### config.mk
export PLATFORM = sky130hd
export DESIGN_NAME = sync_fifo
export DESIGN_NICKNAME = d
export VERILOG_FILES = /design/src/rtl/sync_fifo_pkg.sv /design/src/rtl/sync_fifo_mem.sv /design/src/rtl/sync_fifo.sv
export SDC_FILE = /design/constraint.sdc
export NUM_CORES = 1
export LEC_CHECK = 0
export BUFFER_PORTS_ARGS = -buffer_cell sky130_fd_sc_hd__buf_2
export CAP_MARGIN = 5
export CORE_ASPECT_RATIO = 0.7
export CORE_MARGIN = 2
export CORE_UTILIZATION = 40
export DETAILED_ROUTE_END_ITERATION = 8
export PLACE_DENSITY = 0.61
export SKIP_CTS_REPAIR_TIMING = 1
export SLEW_MARGIN = 10
export SYNTH_ARGS = -nofsm -noshare
export SYNTH_HDL_FRONTEND = slang
export SYNTH_SLANG_ARGS = --single-unit
### constraint.sdc
create_clock -name clk -period 5.2 [get_ports clk]
set_input_delay 0.26 -clock clk [delete_from_list [all_inputs] [get_ports clk]]
set_output_delay 0.26 -clock clk [all_outputs]
set_load 0.02 [all_outputs]
### src/rtl/sync_fifo_pkg.sv
// ---------------------------------------------------------------------------
// sync_fifo_pkg
// Shared definitions for the single-clock FIFO:
//   - SYNC_FIFO_DEF_WIDTH / SYNC_FIFO_DEF_DEPTH : default word width and
//     address width (capacity = 2**DEPTH)
//   - fifo_status_t : packed bundle of the FIFO status flags, so a parent
//     can route all of them as one signal
//   - thresh_ok()   : legality check of the almost-full/almost-empty
//     thresholds, evaluated at elaboration time
// ---------------------------------------------------------------------------
package sync_fifo_pkg;

   localparam int SYNC_FIFO_DEF_WIDTH = 8;
   localparam int SYNC_FIFO_DEF_DEPTH = 4;

   typedef struct packed {
      logic full;
      logic empty;
      logic afull;
      logic aempty;
      logic ovf;
      logic udf;
   } fifo_status_t;

   // Legal: af in 1..2**depth, ae in 0..2**depth-1.
   function automatic bit thresh_ok(input int depth, input int af, input int ae);
      int cap;
      cap = 1 << depth;
      return (depth >= 1) && (af >= 1) && (af <= cap) && (ae >= 0) && (ae <= cap - 1);
   endfunction

endpackage

### src/rtl/sync_fifo_mem.sv
// ---------------------------------------------------------------------------
// sync_fifo_mem
// 2**DEPTH x WIDTH register array for sync_fifo.
//   clk    : rising-edge clock
//   n_rst  : asynchronous active-low reset (clears only the registered
//            read data, never the array)
//   we     : write enable; wdata stored at waddr on the rising edge
//   waddr  : write index
//   wdata  : write data
//   re     : read enable (registered read port only)
//   raddr  : read index
//   rdata  : read data
// Build option SYNC_FIFO_FWFT_EN:
//   defined   -> rdata is a combinational read of the array at raddr
//   undefined -> rdata is registered, loaded from raddr when re is high
// ---------------------------------------------------------------------------
module sync_fifo_mem #(
   parameter int WIDTH = 8,
   parameter int DEPTH = 4
) (
   input  logic             clk,
   input  logic             n_rst,
   input  logic             we,
   input  logic [DEPTH-1:0] waddr,
   input  logic [WIDTH-1:0] wdata,
   input  logic             re,
   input  logic [DEPTH-1:0] raddr,
   output logic [WIDTH-1:0] rdata
);

   localparam int ENTRIES = 1 << DEPTH;

   logic [WIDTH-1:0] mem_q [0:ENTRIES-1];

   // Storage is deliberately left without reset.
   always_ff @(posedge clk) begin
      if (we) begin
         mem_q[waddr] <= wdata;
      end
   end

`ifdef SYNC_FIFO_FWFT_EN
   assign rdata = mem_q[raddr];

   // The read enable and reset have no effect on a combinational port.
   logic unused_rd_ctrl;
   assign unused_rd_ctrl = re ^ n_rst;
`else
   always_ff @(posedge clk or negedge n_rst) begin
      if (!n_rst) begin
         rdata <= '0;
      end else if (re) begin
         rdata <= mem_q[raddr];
      end
   end
`endif

endmodule

### src/rtl/sync_fifo.sv
// ---------------------------------------------------------------------------
// sync_fifo
// Single-clock FIFO of 2**DEPTH words of WIDTH bits, with full/empty,
// programmable almost-full/almost-empty, occupancy count and sticky
// overflow/underflow flags.
//
// Ports:
//   clk               : rising-edge clock
//   n_rst             : asynchronous active-low reset
//   valid_write       : write request; data_in stored when accepted
//   data_in           : write data
//   rd_en             : read request (pop)
//   data_out          : read data
//   data_valid        : data_out holds a valid popped / head word
//   f_flag            : full  (count == 2**DEPTH)
//   e_flag            : empty (count == 0)
//   almost_full_flag  : count >= AF_THRESH
//   almost_empty_flag : count <= AE_THRESH
//   count             : occupancy, 0..2**DEPTH
//   overflow          : sticky, a write was attempted while full
//   underflow         : sticky, a read was attempted while empty
//
// Handshake: a write is accepted on an edge where valid_write is high and
// f_flag is low; a read is accepted on an edge where rd_en is high and
// e_flag is low. f_flag/e_flag act as the registered not-ready signals, so
// a write offered while full is dropped (even if a read is accepted on the
// same edge) and a read offered while empty is dropped (even if a write is
// accepted on the same edge). Dropped requests set overflow/underflow.
//
// Build option SYNC_FIFO_FWFT_EN:
//   undefined -> registered read: data_out/data_valid update one edge after
//                the accepted read, data_valid high for one cycle per read
//   defined   -> first-word-fall-through: data_out shows the head word,
//                data_valid = ~e_flag, rd_en acknowledges the shown word
// ---------------------------------------------------------------------------
module sync_fifo
   import sync_fifo_pkg::*;
#(
   parameter int WIDTH     = SYNC_FIFO_DEF_WIDTH,
   parameter int DEPTH     = SYNC_FIFO_DEF_DEPTH,
   parameter int AF_THRESH = 14,
   parameter int AE_THRESH = 2
) (
   input  logic             clk,
   input  logic             n_rst,
   input  logic             valid_write,
   input  logic [WIDTH-1:0] data_in,
   input  logic             rd_en,
   output logic [WIDTH-1:0] data_out,
   output logic             data_valid,
   output logic             f_flag,
   output logic             e_flag,
   output logic             almost_full_flag,
   output logic             almost_empty_flag,
   output logic [DEPTH:0]   count,
   output logic             overflow,
   output logic             underflow
);

   localparam int             CAP     = 1 << DEPTH;
   localparam logic [DEPTH:0] CAP_CNT = (DEPTH + 1)'(CAP);

   localparam fifo_status_t STATUS_RST = '{
      full:   1'b0,
      empty:  1'b1,
      afull:  (AF_THRESH == 0),
      aempty: 1'b1,
      ovf:    1'b0,
      udf:    1'b0
   };

   generate
      if (!thresh_ok(DEPTH, AF_THRESH, AE_THRESH)) begin : g_bad_thresh
         $error("sync_fifo: AF_THRESH/AE_THRESH out of range for DEPTH");
      end
   endgenerate

   // Pointers carry one extra MSB so full and empty differ after wrap.
   logic [DEPTH:0] wr_ptr;
   logic [DEPTH:0] rd_ptr;
   logic [DEPTH:0] count_q;
   logic [DEPTH:0] count_next;
   fifo_status_t   status_q;
   fifo_status_t   status_next;

   logic wr_acc;
   logic rd_acc;
   logic wr_rej;
   logic rd_rej;

   assign wr_acc = valid_write & ~status_q.full;
   assign rd_acc = rd_en       & ~status_q.empty;
   assign wr_rej = valid_write &  status_q.full;
   assign rd_rej = rd_en       &  status_q.empty;

   // All flags derive from the next count so they move on the same edge
   // as count itself.
   always_comb begin
      count_next         = count_q + {{DEPTH{1'b0}}, wr_acc} - {{DEPTH{1'b0}}, rd_acc};
      status_next        = status_q;
      status_next.full   = (count_next == CAP_CNT);
      status_next.empty  = (count_next == '0);
      status_next.afull  = (int'(count_next) >= AF_THRESH);
      status_next.aempty = (int'(count_next) <= AE_THRESH);
      status_next.ovf    = status_q.ovf | wr_rej;
      status_next.udf    = status_q.udf | rd_rej;
   end

   always_ff @(posedge clk or negedge n_rst) begin
      if (!n_rst) begin
         wr_ptr   <= '0;
         rd_ptr   <= '0;
         count_q  <= '0;
         status_q <= STATUS_RST;
      end else begin
         if (wr_acc) begin
            wr_ptr <= wr_ptr + 1'b1;
         end
         if (rd_acc) begin
            rd_ptr <= rd_ptr + 1'b1;
         end
         count_q  <= count_next;
         status_q <= status_next;
      end
   end

   sync_fifo_mem #(
      .WIDTH (WIDTH),
      .DEPTH (DEPTH)
   ) u_mem (
      .clk   (clk),
      .n_rst (n_rst),
      .we    (wr_acc),
      .waddr (wr_ptr[DEPTH-1:0]),
      .wdata (data_in),
      .re    (rd_acc),
      .raddr (rd_ptr[DEPTH-1:0]),
      .rdata (data_out)
   );

`ifdef SYNC_FIFO_FWFT_EN
   assign data_valid = ~status_q.empty;
`else
   logic dv_q;

   // One-cycle strobe marking the word loaded by an accepted read.
   always_ff @(posedge clk or negedge n_rst) begin
      if (!n_rst) begin
         dv_q <= 1'b0;
      end else begin
         dv_q <= rd_acc;
      end
   end

   assign data_valid = dv_q;
`endif

   assign count             = count_q;
   assign f_flag            = status_q.full;
   assign e_flag            = status_q.empty;
   assign almost_full_flag  = status_q.afull;
   assign almost_empty_flag = status_q.aempty;
   assign overflow          = status_q.ovf;
   assign underflow         = status_q.udf;

endmodule

==> reports/results.tsv, run 1 <==
stage	metric	value	unit
status	status	finished, final reports clean	
synth	syn_avg_cell_area	17.9	sq um
finish	area_delta_synth_final	15.2	%
setup_path	cp_max_fo	9	
global_route	grt_max_degree	34	
detailed_routing	drc	0	
synth	syn-num-nets	370	
setup_path	end_kind	register	
clocking	ctsHtreeMaxLevel	4	
synth	ys_seq_area_share	73.2	%
synth	synth_top_family_by_area	multiplexers	
sta	max_slew_margin	33.4	%
sta	rsz0062_at_grt	no	
floorplan	core	15400	sq um
sta	tightest_slew	999	ps
clocking	tritoncts	yes	
setup_path	worstSetupPathType	register to register	
floorplan	io_pins	32	
floorplan	dieArea	16600	sq um
clocking	clockBufferDepth	2	
synth	synth_fa_ha_area_share	2.34	%
synth	syn_inst	347	
sta	hold_viol_final	0	
detailed_routing	vias_per_cell	5.20	
synth	synthXorXnorAreaFrac	1.41	%
detailed_routing	ant_nets	0	
clocking	cts_buffers	17	
finish	layout-drive-gt1-share	23.4	%
floorplan	initial_core_util	40.5	%
floorplan	rows	38	
sta	slew_viol_final	0	
detailed_routing	routed_wl	12.4	mm
clocking	cts_root_buffer	clkbuf_16	
detailed_routing	drtPass1Iterations	4	
placement	gp_congestion	0.738	
global_route	grtUsageTotal	16.0	%
power_and_ir_drop	power_density	601	nW/um^2
floorplan	die_h	108	um
sta	tns	0	ps
floorplan	die_w	153	um
sta	fin_crit	2930	ps
clocking	path_clk_slew	60	ps
detailed_routing	wl_met2	5.45	mm
sta	min_period_over_period	56.3	%
finish	final_cell_area	7160	sq um
synth	synthSimpleGateAreaFrac	4.03	%
placement	io_buffers	31	
detailed_routing	wl_per_cell	20.8	um
power_and_ir_drop	leakagePower	2.57	nW
setup_path	slowest_delay	470	ps
setup_path	cpMaxStageDelayCell	nor2b_1	
sta	fmax	342	MHz
setup_path	required	5480	ps
synth	muxShareOfSynthArea	12.9	%
finish	diodes	0	
global_route	grt_pass1_wl	19.2	mm
run	maxCapViolCount	0	
power_and_ir_drop	peakVddDrop	0.243	mV
placement	post_dp_cell_area	6550	sq um
detailed_routing	drtIter0Drc	215	
clocking	clock_latency	410	ps
global_route	grt-ovfl-total	0	
detailed_routing	drt-met1-wl	6.23	mm
clocking	cts_sinks	156	
setup_path	crit_path_cell_trace	nor2b_1 > inv_1 > ha_1 > inv_1 > ha_1 > fa_1 > a21o_1 > a21oi_1 > xnor2_1 > a2111oi_0	
placement	dp_hpwl	7.95	mm
finish	fin_nets	408	
global_route	grt_pass1_vias	3165	
synth	yosys_warnings	0	
finish	layout_common_cells	128 x edfxtp_1, 32 x mux2i_1, 31 x buf_2, 25 x dfrtp_1	
synth	synth_seq_cells	156	
detailed_routing	highest_layer	met4	
synth	synth_compound_area_share	3.83	%
min_path	hp-class	input port to register	
global_route	antenna_found_initial	0	
setup_path	cp-start-kind	register	
detailed_routing	wl_met3	674	um
synth	synth_area	6210	sq um
detailed_routing	vias	3110	
setup_path	crit_arrival	3200	ps
synth	synth_cell_types	35	
finish	layout_commonest_cell	edfxtp_1	
sta	setup_viol	0	
sta	clock_skew	9.99	ps
==> synth_stat cells <==
master | count | area (sq um)
a2111oi_0 | 1 | 8.76
a21o_1 | 4 | 30.0
a21oi_1 | 2 | 10.0
a31o_2 | 1 | 8.76
buf_1 | 4 | 15.0
buf_12 | 1 | 20.0
buf_2 | 2 | 10.0
buf_4 | 4 | 30.0
buf_6 | 1 | 11.3
clkbuf_1 | 5 | 18.8
clkbuf_4 | 1 | 7.51
dfrtp_1 | 26 | 651
dfstp_2 | 2 | 52.6
edfxtp_1 | 128 | 3840
fa_1 | 1 | 20.0
ha_1 | 10 | 125
inv_1 | 8 | 30.0
mux2_2 | 9 | 101
mux2i_1 | 32 | 320
mux4_1 | 6 | 158
mux4_2 | 10 | 225
nand2_1 | 9 | 33.8
nand2b_1 | 5 | 31.3
nand4_1 | 2 | 12.5
nor2_1 | 20 | 75.1
nor2b_1 | 2 | 12.5
nor3_1 | 13 | 65.1
nor3b_1 | 1 | 7.51
o21ai_0 | 1 | 5.00
o22ai_1 | 20 | 125
o22ai_2 | 4 | 50.1
or2_2 | 1 | 6.26
or3_1 | 1 | 6.26
xnor2_1 | 8 | 70.1
xor2_1 | 2 | 17.5
==> sequential cells by signal (all words and copies together), names as in the netlist <==
signal             count
u_mem.mem_q          128
e_flag                 1
count                  5
data_valid             1
underflow              1
overflow               1
wr_ptr                 4
almost_empty_flag      1
almost_full_flag       1
u_mem.rdata            8
f_flag                 1
rd_ptr                 4
==> metrics by stage <==
| stage | hold WS, ps | utilization [%] | std cells | total power [mW] | worst slack (ps) |
|---|---|---|---|---|---|
| after floorplan | -35.6 | - | 347 | 2.74 | 2460 |
| after global placement | 334 | 42.6 | 565 | 3.07 | 2390 |
| after detailed placement | 349 | 42.7 | 565 | 3.10 | 2260 |
| after CTS | -88.5 | 46.6 | 597 | 4.34 | 2250 |
| after global routing | 52.1 | 46.6 | 598 | 4.54 | 2000 |
| final | 62.7 | 46.6 | 598 | 4.30 | 2270 |
==> path summary, 6_finish.rpt <==
check / start / end / slack, ps / cells after the start
min reg2reg: underflow$_DFF_PN0_ / underflow$_DFF_PN0_ / 450 / 1
max: f_flag$_DFF_PN0_ / almost_empty_flag$_DFF_PN1_ / 2270 / 10
min: rd_en / underflow$_DFF_PN0_ / 60 / 2
max reg2reg: f_flag$_DFF_PN0_ / almost_empty_flag$_DFF_PN1_ / 2270 / 10
max in group asynchronous: n_rst / rd_ptr[0]$_DFFE_PN0P_ / 4290 / 2
min in group asynchronous: n_rst / wr_ptr[1]$_DFFE_PN0P_ / 430 / 2
==> logic make-up after synthesis <==
family,after synthesis
buffers and inverters,26
AND/OR/NAND/NOR,54
adder cells (fa/ha/maj),11
XOR/XNOR,10
flip-flops,156
multiplexers,57
AO/OA/AOI/OAI,33
==> where the power goes <==
part / internal [mW] / switching (mW) / total (mW)
sequential: 1.58 / 0.223 / 1.80
combinational: 0.561 / 0.702 / 1.26
clock: 0.756 / 0.487 / 1.24
total: 2.89 / 1.41 / 4.30
==> final cells by class <==
type	instances	area, sq um
multi-input cells	165	1530
clock buffers	18	429
repair buffers	37	203
flip-flops and latches	156	4550
clock inverters	14	169
well taps	200	250
fillers	1319	8200
inverters	8	30.0
==> worst max-delay path, delay by kind of cell, from the launching register on <==
family          cells  cell delay [ps]
compound gates      3              750
xor+xnor            1              160
fa+ha+maj           3              890
buf+inv             2              140
flops               1              400
simple gates        1              470
==> routing by layer <==
metal | vias up | GRT usage, %
li1 | 1427 | -
met1 | 1621 | 24.6
met2 | 52 | 23.1
met3 | 10 | 3.57
met4 | 0 | 3.97
met5 | - | 0
Note: power is estimated with default switching activity, not from simulation.
==> run 2, diff against run 1 <==
PLACE_DENSITY = 0.63   (was 0.61)
clock period = 2.4 ns   (was 5.2 ns; I/O delays follow)
==> reports/results.tsv, run 2 (same netlist as run 1, synthesis figures left out) <==
stage	metric	value	unit
global_route	grt_max_degree	37	
setup_path	crit_arrival	2690	ps
clocking	ctsHtreeMaxLevel	4	
finish	layout_common_cells	128 x edfxtp_1, 32 x mux2i_1, 32 x buf_4, 31 x buf_2, 25 x dfrtp_1	
finish	filler_cell_count	1267	
floorplan	core	15400	sq um
detailed_routing	drtIter0Drc	322	
power_and_ir_drop	leakagePower	2.77	nW
detailed_routing	wl_per_cell	20.5	um
run	maxCapViolCount	0	
min_path	worstHoldPathCells	1	
placement	dp_cells	590	
finish	regMostFlops	u_mem.mem_q	
clocking	clockBufferDepth	2	
sta	fin_crit	2380	ps
setup_path	cpMostUsedCell	ha_4	
floorplan	io_pins	32	
status	status	finished, final reports clean	
setup_path	crit_path_cell_trace	nor2b_4 > ha_4 > inv_2 > ha_4 > fa_2 > a21o_1 > a21oi_2 > xnor2_2 > nor3b_2	
clocking	cts_buffers	17	
finish	layout_commonest_cell	edfxtp_1	
finish	top_regs	u_mem.mem_q x128, u_mem.rdata x8, count x5	
setup_path	worstSetupPathType	register to register	
clocking	tritoncts	yes	
setup_path	required	2710	ps
floorplan	die_w	153	um
sta	rsz0062_at_grt	yes	
sta	clock_skew	12.4	ps
detailed_routing	drc	0	
global_route	grt_pass1_wl	19.3	mm
sta	worst_slack	21.8	ps
finish	area_delta_synth_final	20.8	%
detailed_routing	routed_wl	12.9	mm
global_route	grt-ovfl-total	0	
global_route	antenna_found_initial	0	
detailed_routing	drtPass1Iterations	5	
placement	dp_slack	-47.8	ps
detailed_routing	ant_nets	0	
setup_path	cpLargestDelayFamily	adder cells	
floorplan	rows	38	
setup_path	path_depth	9	
floorplan	dieArea	16600	sq um
setup_path	r2r-end	f_flag$_DFF_PN0_	
finish	utilization	48.9	%
finish	largest_reg_flops	128	
detailed_routing	vias_per_cell	5.30	
floorplan	die_h	108	um
setup_path	worst-path-buf-inv	1	
setup_path	cpMaxStageDelayCell	dfstp_2	
setup_path	reg2reg_depth	9	
placement	dp_hpwl	8.36	mm
placement	gp_congestion	0.739	
clocking	cts_root_buffer	clkbuf_16	
clocking	path_clk_slew	70	ps
sta	fmax	420	MHz
placement	post_dp_cell_area	6790	sq um
setup_path	cp-start-kind	register	
setup_path	slowest_delay	560	ps
power_and_ir_drop	finalPower	10.0	mW
sta	tightest_slew	644	ps
sta	max_slew_margin	57.0	%
sta	setup_viol	0	
min_path	whs_endpoint	u_mem.mem_q[1][3]$_DFFE_PP_	
detailed_routing	vias	3329	
sta	min_period_over_period	99.1	%
sta	tns	0	ps
global_route	grt_pass1_vias	3232	
sta	hold_viol_final	0	
finish	layout-drive-gt1-share	31.1	%
power_and_ir_drop	power_density	1330	nW/um^2
setup_path	r2r_slack	20	ps
finish	final_cells	628	
setup_path	end_kind	register	
global_route	grtUsageTotal	16.2	%
finish	fin_nets	438	
clocking	cts_sinks	156	
placement	io_buffers	31	
power_and_ir_drop	peakVddDrop	0.546	mV
setup_path	cp_max_fo	5	
floorplan	initial_core_util	40.5	%
clocking	clock_latency	420	ps
setup_path	timing.rr.start	e_flag$_DFF_PN1_	
sta	timing.hold.ws	107	ps
finish	diodes	0	
min_path	hp-class	input port to register	
min_path	hold_start	data_in[3]	
sta	slew_viol_final	0	
finish	final_cell_area	7500	sq um
run 2: worst max path at each step:
stage	start	to	slack [ps]
3_3_place_gp	f_flag$_DFF_PN0_	f_flag$_DFF_PN0_	30
5_1_grt	e_flag$_DFF_PN1_	almost_empty_flag$_DFF_PN1_	-30
2_1_floorplan	e_flag$_DFF_PN1_	almost_empty_flag$_DFF_PN1_	-190
6_report	e_flag$_DFF_PN1_	f_flag$_DFF_PN0_	20
3_5_place_dp	f_flag$_DFF_PN0_	almost_empty_flag$_DFF_PN1_	-50
4_1_cts	f_flag$_DFF_PN0_	f_flag$_DFF_PN0_	-80
run 2: power breakdown:
part | internal, mW | switching (mW)
sequential | 3.42 | 0.276
combinational | 1.50 | 1.89
clock | 1.85 | 1.07
total | 6.77 | 3.24
run 2: worst register-to-register path, stage by stage, from the launching register on:
cell and delay, ps:
dfstp_2 560, nor2b_4 60, ha_4 250, inv_2 40
ha_4 150, fa_2 360, a21o_1 190, a21oi_2 190
xnor2_2 180, nor3b_2 310
run 2: cell type report:
class / instances / area (sq um) / area share, %
flip-flops and latches: 156 / 4550 / 60.6
multi-input cells: 165 / 1590 / 21.1
repair buffers: 67 / 445 / 5.94
clock buffers: 18 / 429 / 5.72
well taps: 200 / 250 / 3.33
clock inverters: 14 / 216 / 2.88
inverters: 8 / 30.0 / 0.400
run 2: per-layer routing:
layer	part of all wire [%]	vias to the layer above	global-route usage, %	wire length (um)
met5	0	-	0	0
met4	1.0	0	4.96	130
met3	6.0	12	4.09	766
met2	44	114	22.7	5690
met1	49	1711	24.8	6280
li1	-	1492	-	-
==> run 3, diff against run 2 <==
ABC_AREA = 1   (was unset)
==> reports/results.tsv, run 3 <==
stage	metric	value	unit
status	status	finished, final reports clean	
synth	synthFlopType	edfxtp_1	
synth	syn-num-nets	586	
floorplan	initial_core_util	41.3	%
finish	area_delta_synth_final	16.0	%
synth	netlist_top_cells_count	211 x nand2_1, 128 x edfxtp_1, 77 x nand3_1	
clocking	clockBufferDepth	2	
synth	synth.area.top_cells	edfxtp_1 59%, nand2_1 12%, dfrtp_1 10%	
finish	final_cells	826	
placement	dp_slack	103	ps
sta	worst_slack	89.6	ps
finish	fin_nets	636	
detailed_routing	ant_nets	0	
floorplan	rows	38	
synth	yosysMostFrequentCell	nand2_1	
synth	syn_inst	563	
detailed_routing	drtIter0Drc	464	
floorplan	core	15700	sq um
floorplan	dieArea	17300	sq um
setup_path	crit_arrival	2620	ps
sta	fmax	433	MHz
synth	synth_cell_types	26	
finish	utilization	47.9	%
finish	layout_commonest_cell	nand2_1	
power_and_ir_drop	leakagePower	3.01	nW
power_and_ir_drop	power_density	1290	nW/um^2
setup_path	end_kind	register	
finish	final_cell_area	7520	sq um
setup_path	cp-start-kind	register	
clocking	path_clk_slew	60	ps
floorplan	die_h	111	um
global_route	grtUsageTotal	18.6	%
synth	synth_area	6480	sq um
placement	dp_cells	790	
placement	post_dp_cell_area	6870	sq um
finish	largest_reg_flops	128	
finish	diodes	0	
sta	fin_crit	2310	ps
setup_path	required	2710	ps
placement	io_buffers	31	
setup_path	worstSetupPathType	register to register	
sta	setup_viol	0	
sta	min_period_over_period	96.3	%
sta	hold_viol_final	0	
sta	max_slew_margin	51.5	%
sta	timing.hold.ws	120	ps
detailed_routing	vias	4243	
finish	layout_common_cells	208 x nand2_1, 128 x edfxtp_1, 77 x nand3_1, 31 x buf_2	
global_route	grt_pass1_vias	4007	
synth	synth_seq_cells	156	
floorplan	die_w	156	um
synth	syn_avg_cell_area	11.5	sq um
synth	yosys.area.top_type	edfxtp_1	
detailed_routing	wl_per_cell	18.4	um
placement	gp_congestion	0.858	
clocking	clock_latency	430	ps
detailed_routing	drc	0	
global_route	antenna_found_initial	0	
detailed_routing	vias_per_cell	5.14	
synth	synth_edf_count	128	
sta	slew_viol_final	0	
min_path	hp-class	input port to register	
clocking	ctsHtreeMaxLevel	4	
finish	regMostFlops	u_mem.mem_q	
clocking	tritoncts	yes	
placement	dp_hpwl	9.56	mm
global_route	grt_pass1_wl	23.6	mm
finish	layout-drive-gt1-share	17.1	%
synth	ys_seq_area_share	70.2	%
global_route	grt-ovfl-total	0	
sta	tns	0	ps
run	maxCapViolCount	0	
sta	rsz0062_at_grt	yes	
clocking	cts_sinks	156	
clocking	cts_root_buffer	clkbuf_16	
global_route	grt_max_degree	66	
clocking	cts_buffers	17	
synth	yosys_warnings	0	
power_and_ir_drop	peakVddDrop	0.635	mV
sta	tightest_slew	727	ps
floorplan	io_pins	32	
power_and_ir_drop	finalPower	9.72	mW
synth	synthArstFlopShare	17.9	%
detailed_routing	drtPass1Iterations	5	
finish	top_regs	u_mem.mem_q x128, u_mem.rdata x8, count x5	
detailed_routing	routed_wl	15.2	mm
setup_path	cp_max_fo	3	
sta	clock_skew	8.97	ps
synth	synth.top_cell.area_share	59.3	%
run 3: worst max-delay path, cell delays in order (launching register included):
cell and delay [ps]:
dfstp_2 550, inv_2 40, nand2_2 60, inv_2 60, ha_4 260, inv_2 40, ha_4 150, fa_2 390
nand2_1 70, nand2_1 70, a21oi_2 170, or2_1 160, nand2_2 80, inv_2 60, nor2_2 40
run 3: layout make-up:
class	instances	area, sq um
fill	1418	8170
clock buffer	17	425
multi-input combinational	364	1730
timing repair buffer	55	355
sequential	156	4550
tap	200	250
clock inverter	15	134
inverter	19	76.3
run 3: final timing paths:
check	depth (start not counted)	slack (ps)	startpoint	to
max	14	90	e_flag$_DFF_PN1_	f_flag$_DFF_PN0_
min	1	120	data_in[5]	u_mem.mem_q[13][5]$_DFFE_PP_
max reg2reg	14	90	e_flag$_DFF_PN1_	f_flag$_DFF_PN0_
min reg2reg	1	460	underflow$_DFF_PN0_	underflow$_DFF_PN0_
max in group asynchronous	2	1610	n_rst	rd_ptr[0]$_DFFE_PN0P_
min in group asynchronous	2	290	n_rst	u_mem.rdata[1]$_DFFE_PN0P_
run 3: per-layer routing:
layer	global-route usage, %	up-vias	part of all wire (%)
met4	4.71	0	1.1
met5	0	-	0
met1	30.2	2076	50
met2	25.0	135	42
li1	-	2013	-
met3	4.00	19	6.9
run 3: cells by family (layout without fill, tap and decap cells):
family	Yosys count	after routing	share of synthesized area (%)
and+or+nand+nor	321	321	20.6
DFF	156	156	70.2
buffers and inverters	43	106	4.00
AOI/OAI and AO/OA	24	24	1.97
adders and majority gates	11	11	2.24
xor gates and xnor gates	8	8	1.08
run 3: power breakdown:
group,total [mW],internal [mW],switching [mW]
combinational,3.53,1.08,2.45
clock,2.53,1.36,1.17
sequential,3.67,3.41,0.261
total,9.72,5.85,3.88
